`src/rtl/deint_result_capture_pkg.sv`:
```
// Shared types for the dual-slope voltmeter back end: AFE phase codes, capture FSM states
// and the result metadata record.
package deint_result_capture_pkg;

    localparam int unsigned AFE_W   = 2;
    localparam int unsigned RANGE_W = 3;

    // AFE phase encodings driven by the conversion sequencer
    typedef enum logic [AFE_W-1:0] {
        AFE_IDLE        = 2'b00,
        AFE_AUTO_ZERO   = 2'b01,
        AFE_INTEGRATE   = 2'b10,
        AFE_DEINTEGRATE = 2'b11
    } afe_sel_e;

    typedef enum logic [1:0] {
        ST_IDLE,
        ST_COUNT,
        ST_CAPTURE
    } cap_state_e;

    // Everything about a result except its magnitude
    typedef struct packed {
        logic               neg;
        logic [RANGE_W-1:0] rng;
        logic               ovr;
    } res_meta_t;

endpackage

```
`src/rtl/deint_result_capture_sync_2ff.sv`:
```
// Multi-flop synchroniser for asynchronous AFE inputs; depth set by STAGES (>= 1).
module deint_result_capture_sync_2ff #(
    parameter int unsigned STAGES = 2
) (
    input  logic clk_i,
    input  logic rst_i,
    input  logic d_i,
    output logic q_o
);

    logic [STAGES-1:0] ff_q;

    always_ff @(posedge clk_i or posedge rst_i) begin
        if (rst_i) begin
            ff_q <= '0;
        end else begin
            ff_q[0] <= d_i;
            for (int i = 1; i < int'(STAGES); i++) begin
                ff_q[i] <= ff_q[i-1];
            end
        end
    end

    assign q_o = ff_q[STAGES-1];

endmodule

```
`src/rtl/deint_result_capture.sv`:
```
// Times the de-integrate phase and presents each conversion result through a one-deep
// valid/ready buffer. Optional saturation tracking is enabled with `define SAT_TRACK_EN.
module deint_result_capture
    import deint_result_capture_pkg::*;
#(
    parameter int unsigned CNT_W       = 16,
    parameter int unsigned DEINT_MAX   = 40000,
    parameter int unsigned SYNC_STAGES = 2
) (
    input  logic               clk_i,
    input  logic               rst_i,
    input  logic [AFE_W-1:0]   afe_sel_i,
    input  logic               comp_i,
    input  logic               ref_sign_i,
    input  logic [RANGE_W-1:0] range_sel_i,
`ifdef SAT_TRACK_EN
    input  logic               sat_hi_i,
    input  logic               sat_lo_i,
`endif
    output logic [CNT_W-1:0]   result_o,
    output logic               result_neg_o,
    output logic [RANGE_W-1:0] result_range_o,
    output logic               result_ovr_o,
    output logic               result_valid_o,
    input  logic               result_ready_i,
    output logic               drop_o,
    output logic               abort_o
);

    localparam logic [CNT_W-1:0] MAX_C  = CNT_W'(DEINT_MAX);
    localparam logic [CNT_W-1:0] LAST_C = CNT_W'(DEINT_MAX - 1);
    localparam logic [CNT_W-1:0] SYNC_C = CNT_W'(SYNC_STAGES);

    cap_state_e         state_q, state_d;
    afe_sel_e           afe_prev_q;
    logic [CNT_W-1:0]   cnt_q, cnt_d;
    logic               sign_q, sign_d;
    logic [RANGE_W-1:0] rng_q, rng_d;
    logic               comp_start_q, comp_start_d;
    logic               pend_q, pend_d;
    logic [CNT_W-1:0]   cap_val_q, cap_val_d;
    logic               cap_ovr_q, cap_ovr_d;
    logic [CNT_W-1:0]   res_q, res_d;
    res_meta_t          meta_q, meta_d;
    logic               valid_q, valid_d;
    logic               drop_q, drop_d;
    logic               abort_q, abort_d;

    logic comp_s;
    logic in_deint;
    logic entry;
    logic sat_eff;

    deint_result_capture_sync_2ff #(
        .STAGES (SYNC_STAGES)
    ) u_comp_sync (
        .clk_i (clk_i),
        .rst_i (rst_i),
        .d_i   (comp_i),
        .q_o   (comp_s)
    );

    assign in_deint = (afe_sel_i == AFE_DEINTEGRATE);
    assign entry    = in_deint && (afe_prev_q != AFE_DEINTEGRATE);

`ifdef SAT_TRACK_EN
    logic sat_q, sat_d;

    // Sticky saturation seen during integrate; cleared when a new integrate begins
    always_comb begin
        sat_d = sat_q;
        if (afe_sel_i == AFE_INTEGRATE) begin
            if (afe_prev_q != AFE_INTEGRATE) begin
                sat_d = 1'b0;
            end
            if (sat_hi_i || sat_lo_i) begin
                sat_d = 1'b1;
            end
        end
    end

    always_ff @(posedge clk_i or posedge rst_i) begin
        if (rst_i) begin
            sat_q <= 1'b0;
        end else begin
            sat_q <= sat_d;
        end
    end

    assign sat_eff = sat_q;
`else
    assign sat_eff = 1'b0;
`endif

    always_comb begin
        state_d      = state_q;
        cnt_d        = cnt_q;
        sign_d       = sign_q;
        rng_d        = rng_q;
        comp_start_d = comp_start_q;
        pend_d       = pend_q;
        cap_val_d    = cap_val_q;
        cap_ovr_d    = cap_ovr_q;
        res_d        = res_q;
        meta_d       = meta_q;
        valid_d      = valid_q;
        drop_d       = 1'b0;
        abort_d      = 1'b0;

        if (valid_q && result_ready_i) begin
            valid_d = 1'b0;
        end

        case (state_q)
            ST_IDLE: begin
                pend_d = 1'b0;
                if (entry || (pend_q && in_deint)) begin
                    state_d      = ST_COUNT;
                    cnt_d        = '0;
                    sign_d       = ref_sign_i;
                    rng_d        = range_sel_i;
                    comp_start_d = comp_s;
                end
            end
            // Zero-cross beats timeout beats abort
            ST_COUNT: begin
                if (comp_s != comp_start_q) begin
                    state_d   = ST_CAPTURE;
                    cap_ovr_d = 1'b0;
                    cap_val_d = (cnt_q >= SYNC_C) ? (cnt_q - SYNC_C) : '0;
                end else if (cnt_q == LAST_C) begin
                    state_d   = ST_CAPTURE;
                    cap_ovr_d = 1'b1;
                    cap_val_d = MAX_C;
                end else if (!in_deint) begin
                    state_d = ST_IDLE;
                    abort_d = 1'b1;
                end else begin
                    cnt_d = cnt_q + CNT_W'(1);
                end
            end
            ST_CAPTURE: begin
                state_d    = ST_IDLE;
                pend_d     = entry;
                res_d      = sat_eff ? MAX_C : cap_val_q;
                meta_d.neg = sign_q;
                meta_d.rng = rng_q;
                meta_d.ovr = cap_ovr_q | sat_eff;
                valid_d    = 1'b1;
                drop_d     = valid_q && !result_ready_i;
            end
            default: begin
                state_d = ST_IDLE;
            end
        endcase
    end

    always_ff @(posedge clk_i or posedge rst_i) begin
        if (rst_i) begin
            state_q      <= ST_IDLE;
            afe_prev_q   <= AFE_IDLE;
            cnt_q        <= '0;
            sign_q       <= 1'b0;
            rng_q        <= '0;
            comp_start_q <= 1'b0;
            pend_q       <= 1'b0;
            cap_val_q    <= '0;
            cap_ovr_q    <= 1'b0;
            res_q        <= '0;
            meta_q       <= '0;
            valid_q      <= 1'b0;
            drop_q       <= 1'b0;
            abort_q      <= 1'b0;
        end else begin
            state_q      <= state_d;
            afe_prev_q   <= afe_sel_e'(afe_sel_i);
            cnt_q        <= cnt_d;
            sign_q       <= sign_d;
            rng_q        <= rng_d;
            comp_start_q <= comp_start_d;
            pend_q       <= pend_d;
            cap_val_q    <= cap_val_d;
            cap_ovr_q    <= cap_ovr_d;
            res_q        <= res_d;
            meta_q       <= meta_d;
            valid_q      <= valid_d;
            drop_q       <= drop_d;
            abort_q      <= abort_d;
        end
    end

    assign result_o       = res_q;
    assign result_neg_o   = meta_q.neg;
    assign result_range_o = meta_q.rng;
    assign result_ovr_o   = meta_q.ovr;
    assign result_valid_o = valid_q;
    assign drop_o         = drop_q;
    assign abort_o        = abort_q;

endmodule

```
`config.mk`:
```
export PLATFORM = sky130hd
export DESIGN_NAME = deint_result_capture
export DESIGN_NICKNAME = d
export VERILOG_FILES = /design/src/rtl/deint_result_capture_pkg.sv /design/src/rtl/deint_result_capture_sync_2ff.sv /design/src/rtl/deint_result_capture.sv
export SDC_FILE = /design/constraint.sdc
export NUM_CORES = 1
export LEC_CHECK = 0
export BUFFER_PORTS_ARGS = -buffer_cell sky130_fd_sc_hd__buf_2
export CORE_MARGIN = 2
export CORE_UTILIZATION = 58
export DETAILED_ROUTE_END_ITERATION = 10
export GPL_TIMING_DRIVEN = 0
export HOLD_SLACK_MARGIN = 0.02
export PLACE_DENSITY = 0.79
export SLEW_MARGIN = 20
export SYNTH_ARGS = -nofsm -noshare
export SYNTH_HDL_FRONTEND = slang
export SYNTH_SLANG_ARGS = --single-unit
export TNS_END_PERCENT = 100
```
`constraint.sdc`:
```
create_clock -name clk_i -period 2.65 [get_ports clk_i]
set_clock_uncertainty 0.1 [all_clocks]
set_input_delay 0.3975 -clock clk_i [delete_from_list [all_inputs] [get_ports clk_i]]
set_output_delay 0.3975 -clock clk_i [all_outputs]
set_load 0.005 [all_outputs]
```
==> results of run 1 <==
[layout by cell type (no fill, tap or decap), drive strengths merged, types with 2 or more instances in the layout]
cell type,count
inv,17
nor3,7
nand2b,8
nor4,7
a32oi,2
buf,47
clkinv,2
xnor2,10
a31oi,5
bufinv,2
and4,5
nor2b,2
a21oi,7
and3,4
o2bb2ai,11
dfrtp,69
o221ai,4
clkbuf,16
ha,4
nand2,17
nand4,11
o21ai,7
nor2,18
o211ai,5
mux2,25
and2,2
o22ai,4
nand3,10
nor4bb,3
[cells by family after synthesis]
family	count (synthesis)
AND/OR/NAND/NOR	100
flip-flops	69
AO/OA/AOI/OAI	53
buffers and inverters	35
multiplexers	26
XOR/XNOR	11
adder cells (fa/ha/maj)	4
[state kept, by name, summed over array words and instances, names as in the netlist, 2 cells and up]
name / flops
result_o: 16
afe_prev_q: 2
cnt_q: 16
result_range_o: 3
rng_q: 3
state_q: 2
cap_val_q: 16
u_comp_sync.ff_q: 2
[through the flow]
stage          setup WS (ps)  TNS [ps]
4_1_cts                  362         0
3_5_place_dp             398         0
2_1_floorplan            413         0
5_1_grt                  144         0
6_report                 315         0
3_3_place_gp            -341    -23260
[layer usage]
| metal | share of wire [%] | routed length [um] |
|---|---|---|
| met5 | 0 | 0 |
| met2 | 48 | 3380 |
| met1 | 43 | 3080 |
| met3 | 6.4 | 452 |
| met4 | 2.4 | 170 |
[cells in the mapped netlist (all sizes together) (7+ instances only)]
| cell | n |
|---|---|
| nor2 | 18 |
| o21ai | 7 |
| nand4 | 11 |
| nand2 | 17 |
| mux2 | 25 |
| inv | 17 |
| nand3 | 10 |
| a21oi | 7 |
| dfrtp | 69 |
| nor4 | 7 |
| nor3 | 7 |
| buf | 13 |
| nand2b | 8 |
| xnor2 | 10 |
| o2bb2ai | 11 |
[worst reg2reg max path: stages, from the launching register on]
cell and delay [ps]:
dfrtp_1 480, ha_1 280, nand4_1 330, nor3_4 480
or4b_1 490, nand3_1 100
[final timing paths]
path | slack, ps | end | startpoint
worst max-delay path | 310 | cnt_q[6] | cnt_q[1]
worst min-delay path | 60 | u_comp_sync.ff_q[0] | comp_i
worst max register to register | 310 | cnt_q[6] | cnt_q[1]
worst min register to register | 250 | u_comp_sync.ff_q[1] | u_comp_sync.ff_q[0]
max in group asynchronous | 1440 | cnt_q[13] | rst_i
min in group asynchronous | 470 | result_o[15] | rst_i
[area by class of cell]
type	count	area, um^2
buffer	18	110
clock buffer	11	131
clock inverter	4	73.8
fill	413	1720
inverter	17	66.3
multi-input combinational	194	1430
sequential	69	1730
tap	72	90.1
timing repair buffer	35	195
[what timing repair did]
action                    4_1_cts  5_1_grt
buffers inserted                0        0
hold endpoints to repair       27        0
hold buffers                    1        0
[power by group]
group          internal, mW  switching [mW]
Clock                 0.526           0.395
Sequential             1.35           0.167
Combinational         0.455           0.416
==> results.toml, run 1 <==
[outcome]
outcome = "finished clean"

[synthesis]
synth-compound-area-share_pct = 12.3
ys_warn_count = 0
seq_area_frac_synth_pct = 51.8
synth_top_cell_area_share_pct = 51.8
synth_nets = 312
synth-adder-area-share_pct = 1.50
synth-async-reset-ratio_pct = 100
synth-simple-area-share_pct = 17.5
yosys.area.top_type = "dfrtp_1"
netlist_area_um2 = 3330
synthXorXnorAreaFrac_pct = 2.89
ys.flop_type = "dfrtp_1"
synth_edf_count = 0
syn_area_per_cell_um2 = 11.2
muxShareOfSynthArea_pct = 8.75
syn_inst = 298
ys_seq_elements = 69
synth_top_family_by_area = "simple AND/OR/NAND/NOR gates"
synth_cell_types = 52
synth.area.top_cells = "dfrtp_1 (52%), mux2_2 (8.4%), o2bb2ai_1 (2.9%)"

[critical_path]
r2r_cells = 5
setup.worst_path.end_class = "flip-flop"
cp_slowest_cell = "or4b_1"
cp_cell_sequence = "ha_1 -> nand4_1 -> nor3_4 -> or4b_1 -> nand3_1"
required_ps = 2830
cp_num_buf_inv = 0
path_depth = 5
critPathKind = "flip-flop to flip-flop"
crit_path_start_kind = "flip-flop"
cp_top_family = "simple AND/OR/NAND/NOR gates"
worst-path-max-fanout = 6
critPathMaxStageDelay_ps = 490
worst_ep_arrival_time_ps = 2520

[drt]
num_vias = 2523
detail_route.wl_per_cell_um = 16.9
drt-initial-drc-count = 248
wl_mm = 7.09
ant_nets = 0
via_per_inst = 6.01
drc_errors = 0
drt_first_pass_iters = 5

[cells_and_area]
fin_util_pct = 69.0
antenna_cells = 0
drive_above_1_share_pct = 26.1
syn_to_final_growth_pct = 14.8
finalInstanceArea_um2 = 3820
fin_cells = 420
nets = 358

[placement]
placed_cell_area_um2 = 3610
hpwl_mm = 4.76
gp_congestion = 0.940
port_buffers = 33
placedCellCount = 404

[job]
cap_violations = 0

[global_route]
antenna_found_initial = 0
use_met1_pct = 32.4
gr-usage-all-layers_pct = 24.4
met3_usage_pct = 5.09
grt_pass1_vias = 2353
top_usage_layer = "met2"
grt_max_degree = 43
grt_pass1_wl_mm = 11.7
grt_use_met2_pct = 38.7
grt.overflow.total = 0

[floorplanning]
die_height_um = 79.8
num_rows = 27
initial_utilization_pct = 60.1
die_area_um2 = 6370
core_um2 = 5540
die_w_um = 79.8
ioPinCount = 34

[timing]
setup-violations-final = 0
rsz0062_at_grt = "no"
hold_violations = 0
slew_headroom_pct = 37.8
whs_ps = 56.9
fmax_ghz = 0.428
fin_crit_ps = 2340
drv_slew = 0
worst_slew_pin_slew_ps = 921
fin_crit_sh_pct = 88.1

[worst_hold_path]
whs_path_depth = 1
hp-class = "primary input to flip-flop"

[power_and_ir_drop]
power_density_nw_per_um2 = 866
peakVddDrop_v = 0.000561
p_leak_nw = 1.74
power.total_mw = 3.31

[cts]
clkTransAtPathRegs_ps = 80
insertion_delay_ps = 350
cts_tree = "yes"
htreeDepth = 3
numCtsBuffers = 9
cts_resized = 0
root_buffer = "clkbuf_8"
clockBufferDepth = 2
cts.sinks = 69
Power figures use the tool's default switching activity.
==> run 2, diff against run 1 <==
ABC_AREA = 1   (was default)
CORE_UTILIZATION = 59   (was 58)
PLACE_DENSITY = 0.8   (was 0.79)
==> results.toml, run 2 <==
[global_route]
antenna_found_initial = 0
grt_max_degree = 36
gr-usage-all-layers_pct = 25.3
grt_pass1_wl_mm = 12.5
grt.overflow.total = 0
grt_pass1_vias = 2666

[cells_and_area]
fin_cells = 531
nets = 467
antenna_cells = 0
drive_above_1_share_pct = 22.6
fin_util_pct = 68.1
final_common_cell = "nand2_1"
final_cell_mix = "nand2_1 (110), dfrtp_1 (69), inv_1 (41), buf_2 (37), nand3_1 (34)"
syn_to_final_growth_pct = 13.4

[synthesis]
syn_area_per_cell_um2 = 8.64
synth_common_cells = "nand2_1 (110), dfrtp_1 (69), inv_1 (42)"
yosysMostFrequentCell = "nand2_1"
ys_warn_count = 0
synth_top_cell_area_share_pct = 49.1
synth-simple-area-share_pct = 26.8
seq_area_frac_synth_pct = 49.1
ys.flop_type = "dfrtp_1"
synth-compound-area-share_pct = 5.87
synthXorXnorAreaFrac_pct = 4.20
ys_seq_elements = 69
synth.area.top_cells = "dfrtp_1 (49%), nand2_1 (12%), nand3_1 (4.8%)"
synth_edf_count = 0
yosys.area.top_type = "dfrtp_1"
muxShareOfSynthArea_pct = 4.49
netlist_area_um2 = 3510
synth_cell_types = 31
syn_inst = 407
synth-adder-area-share_pct = 1.42
synth-async-reset-ratio_pct = 100
synth_nets = 421
synth_top_family_by_area = "simple AND/OR/NAND/NOR gates"

[critical_path]
required_ps = 2780
worst-path-max-fanout = 10
startpoint = "cnt_q[1]"
rr_endpoint = "cap_val_q[4]"
critPathKind = "flip-flop to flip-flop"
r2r-start = "cnt_q[1]"
r2r_slack_ps = 840
worst_ep_arrival_time_ps = 1940
crit_path_start_kind = "flip-flop"
setup.worst_path.end_class = "flip-flop"
r2r_cells = 9

[timing]
fin_crit_sh_pct = 68.1
slew_headroom_pct = 62.1
worst_slack_ps = 844
rsz0062_at_grt = "no"
drv_slew = 0
fmax_ghz = 0.554
fin_crit_ps = 1810
hold_violations = 0
setup-violations-final = 0
worst_slew_pin_slew_ps = 569

[floorplanning]
die_area_um2 = 6590
core_um2 = 5850
die_height_um = 81.2
initial_utilization_pct = 60.1
die_w_um = 81.2
ioPinCount = 34
num_rows = 28

[cts]
cts_resized = 0
htreeDepth = 3
insertion_delay_ps = 340
cts.sinks = 69
clkTransAtPathRegs_ps = 70
cts_tree = "yes"
postCtsHoldBufs = 1
root_buffer = "clkbuf_8"
post_cts_buffers = 0
clockBufferDepth = 2
numCtsBuffers = 9

[worst_hold_path]
holdPathEnd = "u_comp_sync.ff_q[0]"
hp-start = "comp_i"
hp-class = "primary input to flip-flop"
whs_path_depth = 1

[drt]
drt_first_pass_iters = 4
ant_nets = 0
detail_route.wl_per_cell_um = 14.1
drc_errors = 0
via_per_inst = 5.20
num_vias = 2763
drt-initial-drc-count = 119
wl_mm = 7.50

[power_and_ir_drop]
p_leak_nw = 2.15
peakVddDrop_v = 0.000367
power_density_nw_per_um2 = 662

[placement]
placedCellCount = 516
dpl_worst_slack_ps = 828
hpwl_mm = 5.48
gp_congestion = 0.869
port_buffers = 33

[job]
cap_violations = 0

[outcome]
outcome = "finished clean"
==> run 2: cell types whose count changed in the layout (fill, tap and decap cells not counted), moves of 11 or more <==
cell and change:
nand3_1 +24, inv_1 +25, o21ai_0 +14, nand2_1 +93
o2bb2ai_1 -11, xor2_1 +11, o21ai_1 +12, mux2_2 -11
nor2_1 +13
==> run 2: per-stage QoR <==
stage | TNS [ps] | instance area [um^2] | hold slack [ps] | power (mW)
final | 0 | 3990 | 67.4 | 2.64
after floorplan | 0 | 3510 | 231 | 1.64
after detailed placement | 0 | 3800 | 236 | 1.84
after global placement | -23360 | 3770 | 234 | 1.80
after CTS | 0 | 3990 | 66.6 | 2.65
after global routing | 0 | 3990 | 61.2 | 2.78
==> run 2: worst max path at each step <==
stage | endpoint | slack [ps] | cells after the start
after global placement | cnt_q[14] | -340 | 2
final | cap_val_q[4] | 840 | 9
after CTS | cap_val_q[3] | 850 | 9
after global routing | cap_val_q[1] | 700 | 9
after floorplan | abort_o | 410 | 1
after detailed placement | rng_q[2] | 830 | 7
==> run 2: cell type report <==
class,count,area (um^2)
multi-input combinational,278,1500
fill,471,1860
sequential,69,1730
tap,75,93.8
buffer,16,119
clock inverter,2,35.0
clock buffer,12,145
timing repair buffer,35,195
inverter,44,168
==> run 2: routing by layer <==
metal / part of all wire (%) / track usage (%)
met3: 4.5 / 4.44
met1: 44 / 32.2
met2: 50 / 43.6
met5: 0 / 0
met4: 1.4 / 8.64
==> run 2: where the power goes <==
| group | switching, mW | total [mW] | internal, mW |
|---|---|---|---|
| clock network | 0.377 | 0.826 | 0.449 |
| logic | 0.267 | 0.482 | 0.214 |
| registers | 0.0929 | 1.33 | 1.24 |
| total | 0.737 | 2.64 | 1.90 |
==> run 2: logic make-up after synthesis <==
| logic type | after synthesis |
|---|---|
| simple gates | 205 |
| flops | 69 |
| buf+inv | 60 |
| compound gates | 39 |
| xor+xnor | 16 |
| mux | 14 |
| fa+ha+maj | 4 |
==> run 2: critical path: stages (launching register included) <==
cell and delay (ps):
dfrtp_1 430, ha_1 240, nand3_2 140, nor2_1 160, nand2_2 120, nand2_2 100
nand2_4 100, buf_6 170, nand2_1 60, o21ai_1 60
